## config.mk

```make
export PLATFORM = sky130hd
export DESIGN_NAME = mem_port_arbiter_flat
export DESIGN_NICKNAME = d
export VERILOG_FILES = /design/src/rtl/mem_port_arbiter_if.sv /design/src/rtl/mem_port_arbiter.sv /design/src/flat_wrapper.sv
export SDC_FILE = /design/constraint.sdc
export NUM_CORES = 1
export LEC_CHECK = 0
export CORE_AREA = 3 3 103 105
export DETAILED_ROUTE_END_ITERATION = 10
export DIE_AREA = 0 0 106 108
export DONT_BUFFER_PORTS = 1
export GPL_ROUTABILITY_DRIVEN = 0
export GPL_TIMING_DRIVEN = 0
export PLACE_DENSITY_LB_ADDON = 0.12
export SETUP_SLACK_MARGIN = 0.02
export SYNTH_ARGS = -nofsm -noshare
export SYNTH_HDL_FRONTEND = slang
export SYNTH_SLANG_ARGS = --single-unit
```

## constraint.sdc

```tcl
create_clock -name clk -period 2.06 [get_ports clk]
set_input_delay 0.103 -clock clk [delete_from_list [all_inputs] [get_ports clk]]
set_output_delay 0.103 -clock clk [all_outputs]
set_load 0.01 [all_outputs]
```

## src/rtl/mem_port_arbiter_if.sv

```systemverilog
// Request/response channels for the fetch and load/store requesters plus the RAM port.
// The arbiter uses the slave modport; the core/RAM side uses master.
interface mem_port_arbiter_if;
    logic        if_req_valid;
    logic        if_req_ready;
    logic [31:0] if_req_addr;
    logic        if_rsp_valid;
    logic        if_rsp_ready;
    logic [31:0] if_rsp_rdata;
    logic        if_rsp_err;

    logic        d_req_valid;
    logic        d_req_ready;
    logic        d_req_we;
    logic [31:0] d_req_addr;
    logic [31:0] d_req_wdata;
    logic        d_rsp_valid;
    logic        d_rsp_ready;
    logic [31:0] d_rsp_rdata;
    logic        d_rsp_err;

    logic [31:0] mem_addr;
    logic        mem_r_enable;
    logic        mem_w_enable;
    logic [31:0] mem_wdata;
    logic [31:0] mem_rdata;

    modport slave (
        input  if_req_valid, if_req_addr, if_rsp_ready,
        output if_req_ready, if_rsp_valid, if_rsp_rdata, if_rsp_err,
        input  d_req_valid, d_req_we, d_req_addr, d_req_wdata, d_rsp_ready,
        output d_req_ready, d_rsp_valid, d_rsp_rdata, d_rsp_err,
        output mem_addr, mem_r_enable, mem_w_enable, mem_wdata,
        input  mem_rdata
    );

    modport master (
        output if_req_valid, if_req_addr, if_rsp_ready,
        input  if_req_ready, if_rsp_valid, if_rsp_rdata, if_rsp_err,
        output d_req_valid, d_req_we, d_req_addr, d_req_wdata, d_rsp_ready,
        input  d_req_ready, d_rsp_valid, d_rsp_rdata, d_rsp_err,
        input  mem_addr, mem_r_enable, mem_w_enable, mem_wdata,
        output mem_rdata
    );
endinterface

```

## src/rtl/mem_port_arbiter.sv

```systemverilog
// Purpose: shares the single-ported data RAM between fetch and load/store, one access in flight (MEM_ARB_MISALIGN_CHK_EN adds misalignment errors).
// Latency: request accepted in cycle N, response valid in cycle N+1; back-to-back gives one access per cycle.
// Backpressure: a held response blocks all new grants; a new grant is only taken in the cycle that response handshakes.
module mem_port_arbiter #(
    parameter int unsigned STARVE_LIMIT = 4
) (
    input  logic              clk,
    input  logic              rst_n,
    mem_port_arbiter_if.slave bus
);
    localparam logic [1:0] ST_IDLE    = 2'd0;
    localparam logic [1:0] ST_BUSY_IF = 2'd1;
    localparam logic [1:0] ST_BUSY_D  = 2'd2;
    localparam logic [3:0] LIMIT      = 4'(STARVE_LIMIT);

    logic [1:0]  state;
    logic [1:0]  state_nxt;
    logic [3:0]  streak;
    logic [3:0]  streak_nxt;
    logic        rsp_zero;
    logic        rsp_zero_nxt;
    logic        can_accept;
    logic        starved;
    logic        grant_if;
    logic        grant_d;
    logic        granted;
    logic [31:0] grant_addr;
    logic        misaligned;
    logic        busy_if;
    logic        busy_d;

    assign busy_if = (state == ST_BUSY_IF);
    assign busy_d  = (state == ST_BUSY_D);

    // A new access may start when idle or when the pending response leaves this cycle.
    always_comb begin
        can_accept = 1'b0;
        case (state)
            ST_IDLE:    can_accept = 1'b1;
            ST_BUSY_IF: can_accept = bus.if_rsp_ready;
            ST_BUSY_D:  can_accept = bus.d_rsp_ready;
            default:    can_accept = 1'b0;
        endcase
        can_accept = can_accept && rst_n;
    end

    assign starved  = bus.if_req_valid && (streak == LIMIT);
    assign grant_d  = can_accept && bus.d_req_valid && !starved;
    assign grant_if = can_accept && bus.if_req_valid && !grant_d;
    assign granted  = grant_if || grant_d;

    always_comb begin
        grant_addr = 32'h0;
        if (grant_if) begin
            grant_addr = bus.if_req_addr;
        end else if (grant_d) begin
            grant_addr = bus.d_req_addr;
        end
    end

`ifdef MEM_ARB_MISALIGN_CHK_EN
    logic rsp_err;
    logic rsp_err_nxt;

    assign misaligned = granted && (grant_addr[1:0] != 2'b00);

    always_comb begin
        rsp_err_nxt = rsp_err;
        if (granted) begin
            rsp_err_nxt = misaligned;
        end
    end

    always_ff @(posedge clk) begin
        if (!rst_n) begin
            rsp_err <= 1'b0;
        end else begin
            rsp_err <= rsp_err_nxt;
        end
    end

    assign bus.if_rsp_err = busy_if && rsp_err;
    assign bus.d_rsp_err  = busy_d && rsp_err;
`else
    assign misaligned     = 1'b0;
    assign bus.if_rsp_err = 1'b0;
    assign bus.d_rsp_err  = 1'b0;
`endif

    // RAM port is only driven in the accept cycle; a rejected access still takes the slot.
    assign bus.mem_addr     = grant_addr;
    assign bus.mem_r_enable = !misaligned && (grant_if || (grant_d && !bus.d_req_we));
    assign bus.mem_w_enable = !misaligned && grant_d && bus.d_req_we;
    assign bus.mem_wdata    = granted ? bus.d_req_wdata : 32'h0;

    assign bus.if_req_ready = grant_if;
    assign bus.d_req_ready  = grant_d;

    always_comb begin
        state_nxt    = state;
        streak_nxt   = streak;
        rsp_zero_nxt = rsp_zero;
        if ((busy_if && bus.if_rsp_ready) || (busy_d && bus.d_rsp_ready)) begin
            state_nxt = ST_IDLE;
        end
        if (grant_if) begin
            state_nxt    = ST_BUSY_IF;
            streak_nxt   = 4'd0;
            rsp_zero_nxt = misaligned;
        end else if (grant_d) begin
            state_nxt    = ST_BUSY_D;
            streak_nxt   = bus.if_req_valid ? (streak + 4'd1) : 4'd0;
            rsp_zero_nxt = misaligned || bus.d_req_we;
        end
    end

    always_ff @(posedge clk) begin
        if (!rst_n) begin
            state    <= ST_IDLE;
            streak   <= 4'd0;
            rsp_zero <= 1'b0;
        end else begin
            state    <= state_nxt;
            streak   <= streak_nxt;
            rsp_zero <= rsp_zero_nxt;
        end
    end

    // No enable is raised while busy, so the RAM's registered output stays valid for the whole response.
    assign bus.if_rsp_valid = busy_if;
    assign bus.if_rsp_rdata = (busy_if && !rsp_zero) ? bus.mem_rdata : 32'h0;
    assign bus.d_rsp_valid  = busy_d;
    assign bus.d_rsp_rdata  = (busy_d && !rsp_zero) ? bus.mem_rdata : 32'h0;

    a_one_enable: assert property (@(posedge clk) !(bus.mem_r_enable && bus.mem_w_enable));
    a_one_ready:  assert property (@(posedge clk) !(bus.if_req_ready && bus.d_req_ready));
    a_streak_cap: assert property (@(posedge clk) disable iff (!rst_n) streak <= LIMIT);
endmodule
```

## src/flat_wrapper.sv

```systemverilog
// flat-port wrapper written by rule: the top's interface ports become plain ports
module mem_port_arbiter_flat 
#(
    parameter int unsigned STARVE_LIMIT = 4
)
  (clk, rst_n, bus_if_req_valid, bus_if_req_addr, bus_if_rsp_ready, bus_if_req_ready, bus_if_rsp_valid, bus_if_rsp_rdata, bus_if_rsp_err, bus_d_req_valid, bus_d_req_we, bus_d_req_addr, bus_d_req_wdata, bus_d_rsp_ready, bus_d_req_ready, bus_d_rsp_valid, bus_d_rsp_rdata, bus_d_rsp_err, bus_mem_addr, bus_mem_r_enable, bus_mem_w_enable, bus_mem_wdata, bus_mem_rdata);
  mem_port_arbiter_if bus_i ();
  input  logic clk;
  input  logic rst_n;
  input wire logic [$bits(bus_i.if_req_valid)-1:0] bus_if_req_valid;
  input wire logic [$bits(bus_i.if_req_addr)-1:0] bus_if_req_addr;
  input wire logic [$bits(bus_i.if_rsp_ready)-1:0] bus_if_rsp_ready;
  output wire logic [$bits(bus_i.if_req_ready)-1:0] bus_if_req_ready;
  output wire logic [$bits(bus_i.if_rsp_valid)-1:0] bus_if_rsp_valid;
  output wire logic [$bits(bus_i.if_rsp_rdata)-1:0] bus_if_rsp_rdata;
  output wire logic [$bits(bus_i.if_rsp_err)-1:0] bus_if_rsp_err;
  input wire logic [$bits(bus_i.d_req_valid)-1:0] bus_d_req_valid;
  input wire logic [$bits(bus_i.d_req_we)-1:0] bus_d_req_we;
  input wire logic [$bits(bus_i.d_req_addr)-1:0] bus_d_req_addr;
  input wire logic [$bits(bus_i.d_req_wdata)-1:0] bus_d_req_wdata;
  input wire logic [$bits(bus_i.d_rsp_ready)-1:0] bus_d_rsp_ready;
  output wire logic [$bits(bus_i.d_req_ready)-1:0] bus_d_req_ready;
  output wire logic [$bits(bus_i.d_rsp_valid)-1:0] bus_d_rsp_valid;
  output wire logic [$bits(bus_i.d_rsp_rdata)-1:0] bus_d_rsp_rdata;
  output wire logic [$bits(bus_i.d_rsp_err)-1:0] bus_d_rsp_err;
  output wire logic [$bits(bus_i.mem_addr)-1:0] bus_mem_addr;
  output wire logic [$bits(bus_i.mem_r_enable)-1:0] bus_mem_r_enable;
  output wire logic [$bits(bus_i.mem_w_enable)-1:0] bus_mem_w_enable;
  output wire logic [$bits(bus_i.mem_wdata)-1:0] bus_mem_wdata;
  input wire logic [$bits(bus_i.mem_rdata)-1:0] bus_mem_rdata;
  assign bus_i.if_req_valid = bus_if_req_valid;
  assign bus_i.if_req_addr = bus_if_req_addr;
  assign bus_i.if_rsp_ready = bus_if_rsp_ready;
  assign bus_if_req_ready = bus_i.if_req_ready;
  assign bus_if_rsp_valid = bus_i.if_rsp_valid;
  assign bus_if_rsp_rdata = bus_i.if_rsp_rdata;
  assign bus_if_rsp_err = bus_i.if_rsp_err;
  assign bus_i.d_req_valid = bus_d_req_valid;
  assign bus_i.d_req_we = bus_d_req_we;
  assign bus_i.d_req_addr = bus_d_req_addr;
  assign bus_i.d_req_wdata = bus_d_req_wdata;
  assign bus_i.d_rsp_ready = bus_d_rsp_ready;
  assign bus_d_req_ready = bus_i.d_req_ready;
  assign bus_d_rsp_valid = bus_i.d_rsp_valid;
  assign bus_d_rsp_rdata = bus_i.d_rsp_rdata;
  assign bus_d_rsp_err = bus_i.d_rsp_err;
  assign bus_mem_addr = bus_i.mem_addr;
  assign bus_mem_r_enable = bus_i.mem_r_enable;
  assign bus_mem_w_enable = bus_i.mem_w_enable;
  assign bus_mem_wdata = bus_i.mem_wdata;
  assign bus_i.mem_rdata = bus_mem_rdata;
  mem_port_arbiter #(.STARVE_LIMIT(STARVE_LIMIT)) u_core (.clk(clk), .rst_n(rst_n), .bus(bus_i));
endmodule
```

; Word level (Yosys, flattened, before mapping)
; Cells that the tools add are included.
[op_classes]
bitwise_logic = 1
n_eq_ne = 3
n_addsub = 1
mux = 10
reduce_logical = 23
[ops]
columns = cell, n
row1 = two-way mux 32 bit, 5
row2 = logical AND 1 bit, 12
row3 = adder 4 x 1 -> 4 bit (second input constant), 1
row4 = == test 4 x 3 -> 1 bit (second input constant), 1
row5 = logical NOT 1 bit, 4
row6 = two-way mux 2 bit, 2
row7 = two-way mux 4 bit, 1
row8 = logical OR 1 bit, 3
row9 = one-hot mux 1 bit (3 select lines), 1
row10 = nonzero test 3 bit, 1
row11 = == test 2 x 1 -> 1 bit (second input constant), 1
row12 = == test 2 bit (second input constant), 1
row13 = logical NOT 2 bit, 1
row14 = nonzero test 2 bit, 1
row15 = OR reduction 2 bit, 1
row16 = two-way mux 1 bit, 1
row17 = inverter 1 bit, 1
[word_totals]
out_inout_bits = 136
ff_bits = 7
input_bits = 135
word_cells = 42

; Logic depth before layout (Yosys ltp)
[logic_depth]
depth_word = 9
mapped_depth = 8

; Worst setup path before layout
; No wires, ideal clock.
[synth_timing]
path_type = register -> output
start = register u_core.streak[0]
end = output port bus_mem_addr[22]
stages_incl_launch_ff = 8
t_required_ns = 1.957
t_arrival_ns = 1.479
slack_ns = 0.478
path_cell_list = dfxtp_1 > inv_1 > ha_1 > nand4b_1 > nand2_1 > nor2_1 > buf_2 > a22o_1
[synth_via]
elab_chain_len = 7
[synth_rtl]
columns = item, line
row1 = start: declaration, mem_port_arbiter.sv:18  ; logic [3:0] streak;
row2 = start signal: assignment, mem_port_arbiter.sv:124  ; streak <= streak_nxt;
row3 = == test 4 x 3 -> 1 bit *, mem_port_arbiter.sv:47  ; assign starved = bus.if_req_valid && (streak == LIMIT);
row4 = logical AND 1 bit *, mem_port_arbiter.sv:47
row5 = logical NOT 1 bit *, mem_port_arbiter.sv:48  ; assign grant_d = can_accept && bus.d_req_valid && !starved;
row6 = logical AND 1 bit *, mem_port_arbiter.sv:48
row7 = via bus_d_req_ready, flat_wrapper.sv:22  ; output wire logic [$bits(bus_i.d_req_ready)-1:0] bus_d_req_ready;
row8 = logical NOT 1 bit, mem_port_arbiter.sv:49  ; assign grant_if = can_accept && bus.if_req_valid && !grant_d;
row9 = logical AND 1 bit, mem_port_arbiter.sv:49
row10 = two-way mux 32 bit *, mem_port_arbiter.sv:54  ; if (grant_if) begin
row11 = end: declaration, flat_wrapper.sv:26  ; output wire logic [$bits(bus_i.mem_addr)-1:0] bus_mem_addr;
; Mark *: on every way through the listed nets, which the timed path passes. The rest lies on a longest branch.

; Final worst setup path
[layout_timing]
start = register u_core.state[1]
end = output port bus_mem_wdata[21]
[layout_via]
elab_chain_len = 9
[layout_rtl]
columns = item, line
row1 = start: declaration, mem_port_arbiter.sv:16  ; logic [1:0] state;
row2 = start signal: assignment, mem_port_arbiter.sv:123  ; state <= state_nxt;
row3 = "== test 2 bit, or another cell as far along", mem_port_arbiter.sv:38  ; case (state)
row4 = one-hot mux 1 bit (3 select lines) *, mem_port_arbiter.sv:38
row5 = logical AND 1 bit *, mem_port_arbiter.sv:44  ; can_accept = can_accept && rst_n;
row6 = logical AND 1 bit (2 in series), mem_port_arbiter.sv:48
row7 = logical NOT 1 bit, mem_port_arbiter.sv:49
row8 = logical AND 1 bit, mem_port_arbiter.sv:49
row9 = logical OR 1 bit *, mem_port_arbiter.sv:50  ; assign granted = grant_if || grant_d;
row10 = two-way mux 32 bit *, mem_port_arbiter.sv:94  ; assign bus.mem_wdata = granted ? bus.d_req_wdata : 32'h0;
row11 = end: declaration, flat_wrapper.sv:29  ; output wire logic [$bits(bus_i.mem_wdata)-1:0] bus_mem_wdata;
; Every way passes the cells marked *; elsewhere a longest branch is shown, timed or not.

==> results by group <==
Outcome
  – Status: finished, final reports clean

STA
  – Period utilisation layout: 92.0%
  – RSZ-0062 raised after global routing: yes
  – Hold_ws: 0.0368 ns
  – Clock Skew: 0.00258 ns
  – Hold Vio Cnt, Final: 0
  – Final min period: 1.90 ns
  – Final setup viols: 0
  – Slew Viols, Final: 0
  – Maximum clock frequency: 528 MHz

Synth
  – Register area share after synthesis: between 9 and 10%
  – Synthesized area per cell: just under 7 µm²
  – Number of synthesized register bits: 7
  – Unique masters post-synth: 33
  – Gate Count Post-Synth: between 200 and 250
  – Synthesized cell area: 1430 µm²
  – Synth Warn #: 0

Power
  – P_int: 426 µW
  – Switching Fraction: 42.4%
  – Clock network fraction of design power: roughly a quarter
  – PwrDens: between 400 and 500 nW/µm²
  – Static Leak: 0.804 nW
  – Tot Pwr: between 700 and 800 µW
  – P_sw: around 310 µW
  – Peak VDD IR: 138 µV
  – Sequential share of power: 19.9%
  – Comb power frac: 53.5%

Final layout
  – N_diodes: 0
  – Share of layout cells above drive strength 1: 15.8%
  – Filler cell count: 1112
  – Area Growth Syn to Fin: 26.2%
  – Nets@finish: 353

Global route
  – GRT Residual Overflow: 0
  – GR Util met3: under 10%
  – Busiest grt layer: met2
  – Global-route wire length before repair: 8.67 mm
  – Vias in the first global route: between 1500 and 2000
  – GRT Resource Usage Total: 9.84%
  – Global routing usage on met2: 18.7%
  – Initial antenna violation count: 0
  – Met1 Use GR: about 11%
  – Largest net degree at the start of global routing: 11

Worst setup path
  – Largest fanout on the critical path: 10
  – Critical path startpoint: u_core.state[1]$_SDFFE_PP0P_
  – Worst EP required: 1.96 ns
  – Kind of start point of the critical path: flop
  – CP endpoint kind: output pin
  – Crit path kind: flop to output pin
  – R2r startpoint: u_core.streak[0]$_SDFFE_PP0P_
  – CP arrival: 1.79 ns

CTS
  – CTS Buf Count: 3
  – Clock insertion delay at the later pin of the skew report: ~0.23 ns
  – CTS Buffer Depth: 2
  – CTS root buf: clkbuf_8
  – Worst-path clk slew: roughly 0.040 ns
  – Level count of the clock H-tree: 1
  – Sink Count: 7
  – CTS tree: done

Drt
  – Detailed Route Iter0 Violations: 103
  – Post-route ant nets: 0
  – DRT Pass-1 Iters: 6
  – Total number of vias: 1653
  – Final wirelength: 6.99 mm
  – DRC: 0
  – Drt via density: 4.75
  – Wire length per cell: 20.1 µm

Min path
  – Hold Crit Class: input pin to flop
  – HP Start: bus_if_req_valid

Die
  – Initial Util: 14.7%
  – Die ar.: roughly 11000 µm²
  – Top Ports: 271
  – Die width: 106 µm
  – Core Rows: 36
  – Die H: 108 µm
  – Area of the core: 9730 µm²

Run
  – Max-cap violations: 0

Place
  – Port bufs: 0
  – HPWL Detailed: 6.15 mm
==> repair_timing <==
item                                   4_1_cts  5_1_grt
hold buffers                                 1        0
setup buffers                                0        1
pin swaps                                    0        1
gates resized for setup                      9       24
setup endpoints to repair                   33       60
endpoints found under the hold margin        1        0
==> area by class of cell <==
type	count	area (µm²)	share of cell area, %
Inverter	5	18.8	1.04
Sequential cell	7	143	7.92
Clock buffer	4	45.0	2.50
Tap cell	133	166	9.24
Timing Repair Buffer	2	17.5	0.973
Buffer	22	135	7.51
Multi-Input combinational cell	175	1270	70.8
==> through the flow <==
| stage | cells | util (%) | setup TNS (ns) | setup slack [ns] | instance area [µm²] |
|---|---|---|---|---|---|
| 2_1_floorplan | 209 | - | 0 | 0.478 | 1430 |
| 3_3_place_gp | 342 | 16.4 | -1.41 | -0.116 | 1600 |
| 3_5_place_dp | 342 | 16.4 | -0.945 | -0.0966 | 1600 |
| 4_1_cts | 347 | 17.2 | 0 | 0.000951 | 1680 |
| 5_1_grt | 348 | 18.5 | -0.0131 | -0.00808 | 1800 |
| 6_report | 348 | 18.5 | 0 | 0.164 | 1800 |
==> Yosys cell counts <==
master / instances / area share [%]
and2_1: 65 / 29
and3_1: 33 / 14
a22o_1: 32 / 20
clkbuf_1: 12 / 3.2
buf_2: 8 / 2.8
dfxtp_1: 7 / 9.8
inv_1: 5 / 1.3
o21ai_0: 5 / 1.8
a21oi_1: 4 / 1.4
nand3_1: 3 / 1.1
nor2_1: 3 / 0.79
nor2b_1: 3 / 1.3
nor3_1: 3 / 1.1
buf_4: 2 / 1.1
ha_1: 2 / 1.8
nand2_1: 2 / 0.53
nand2b_1: 2 / 0.88
nand4_1: 2 / 0.88
a211oi_1: 1 / 0.53
a21boi_0: 1 / 0.53
a21o_1: 1 / 0.53
a21oi_2: 1 / 0.61
a22oi_1: 1 / 0.53
a31o_2: 1 / 0.61
and3b_1: 1 / 0.61
conb_1: 1 / 0.26
nand4b_1: 1 / 0.61
o211ai_1: 1 / 0.53
o21a_1: 1 / 0.53
o31ai_1: 1 / 0.53
or2_2: 1 / 0.44
or3_1: 1 / 0.44
or4_1: 1 / 0.53
==> final timing paths <==
path | cells past startpoint | slack [ns] | end
setup / recovery | 5 | 0.16 | bus_mem_wdata[21]
setup reg to reg | 6 | 0.47 | u_core.streak[3]$_SDFFE_PP0P_
hold / removal | 2 | 0.04 | u_core.streak[0]$_SDFFE_PP0P_
hold reg to reg | 2 | 0.51 | u_core.streak[0]$_SDFFE_PP0P_
==> power groups by stage <==
| stage | clock network (mW) | logic (mW) | registers (mW) |
|---|---|---|---|
| floorplan | 0 | 0.295 | 0.147 |
| global placement | 0 | 0.363 | 0.149 |
| detailed placement | 0 | 0.359 | 0.149 |
| CTS | 0.204 | 0.371 | 0.146 |
| global route | 0.209 | 0.426 | 0.148 |
| finish | 0.197 | 0.395 | 0.147 |
==> cell families after synthesis <==
kind of cell             count (synthesis)  synth area share [%]
AND/OR/NAND/NOR                        121                  52.1
AO/OA/AOI/OAI                           50                  27.7
buffers and inverters                   27                  8.33
flip-flops                               7                  9.82
adder cells (fa/ha/maj)                  2                  1.75
other                                    1                 0.263
==> state kept, by name (all words and copies together), names as in the netlist <==
name / cells
u_core.streak: 4
u_core.rsp_zero: 1
u_core.state: 2
==> critical path: stages, from the launching register on <==
cell	delay, ns
dfxtp_1	0.33
nor2b_1	0.25
a21o_1	0.18
buf_2	0.22
clkbuf_1	0.28
and3_1	0.30
==> routing by layer <==
layer | share of wire, % | up-vias
li1 | - | 751
met1 | 35 | 744
met2 | 54 | 154
met3 | 9.9 | 4
met4 | 0.96 | 0
met5 | 0 | -
==> cells in the final DEF, fill, tap and decap left out, types with 3 or more instances in the layout <==
master    count
a21oi_1       4
a22o_1       23
a22o_4        9
and2_1       65
and3_1       33
buf_4         6
buf_6         4
clkbuf_1     11
clkbuf_8      3
dfxtp_1       5
inv_1         5
nand3_1       3
o21ai_0       5
(Power assumes the default switching activity.)
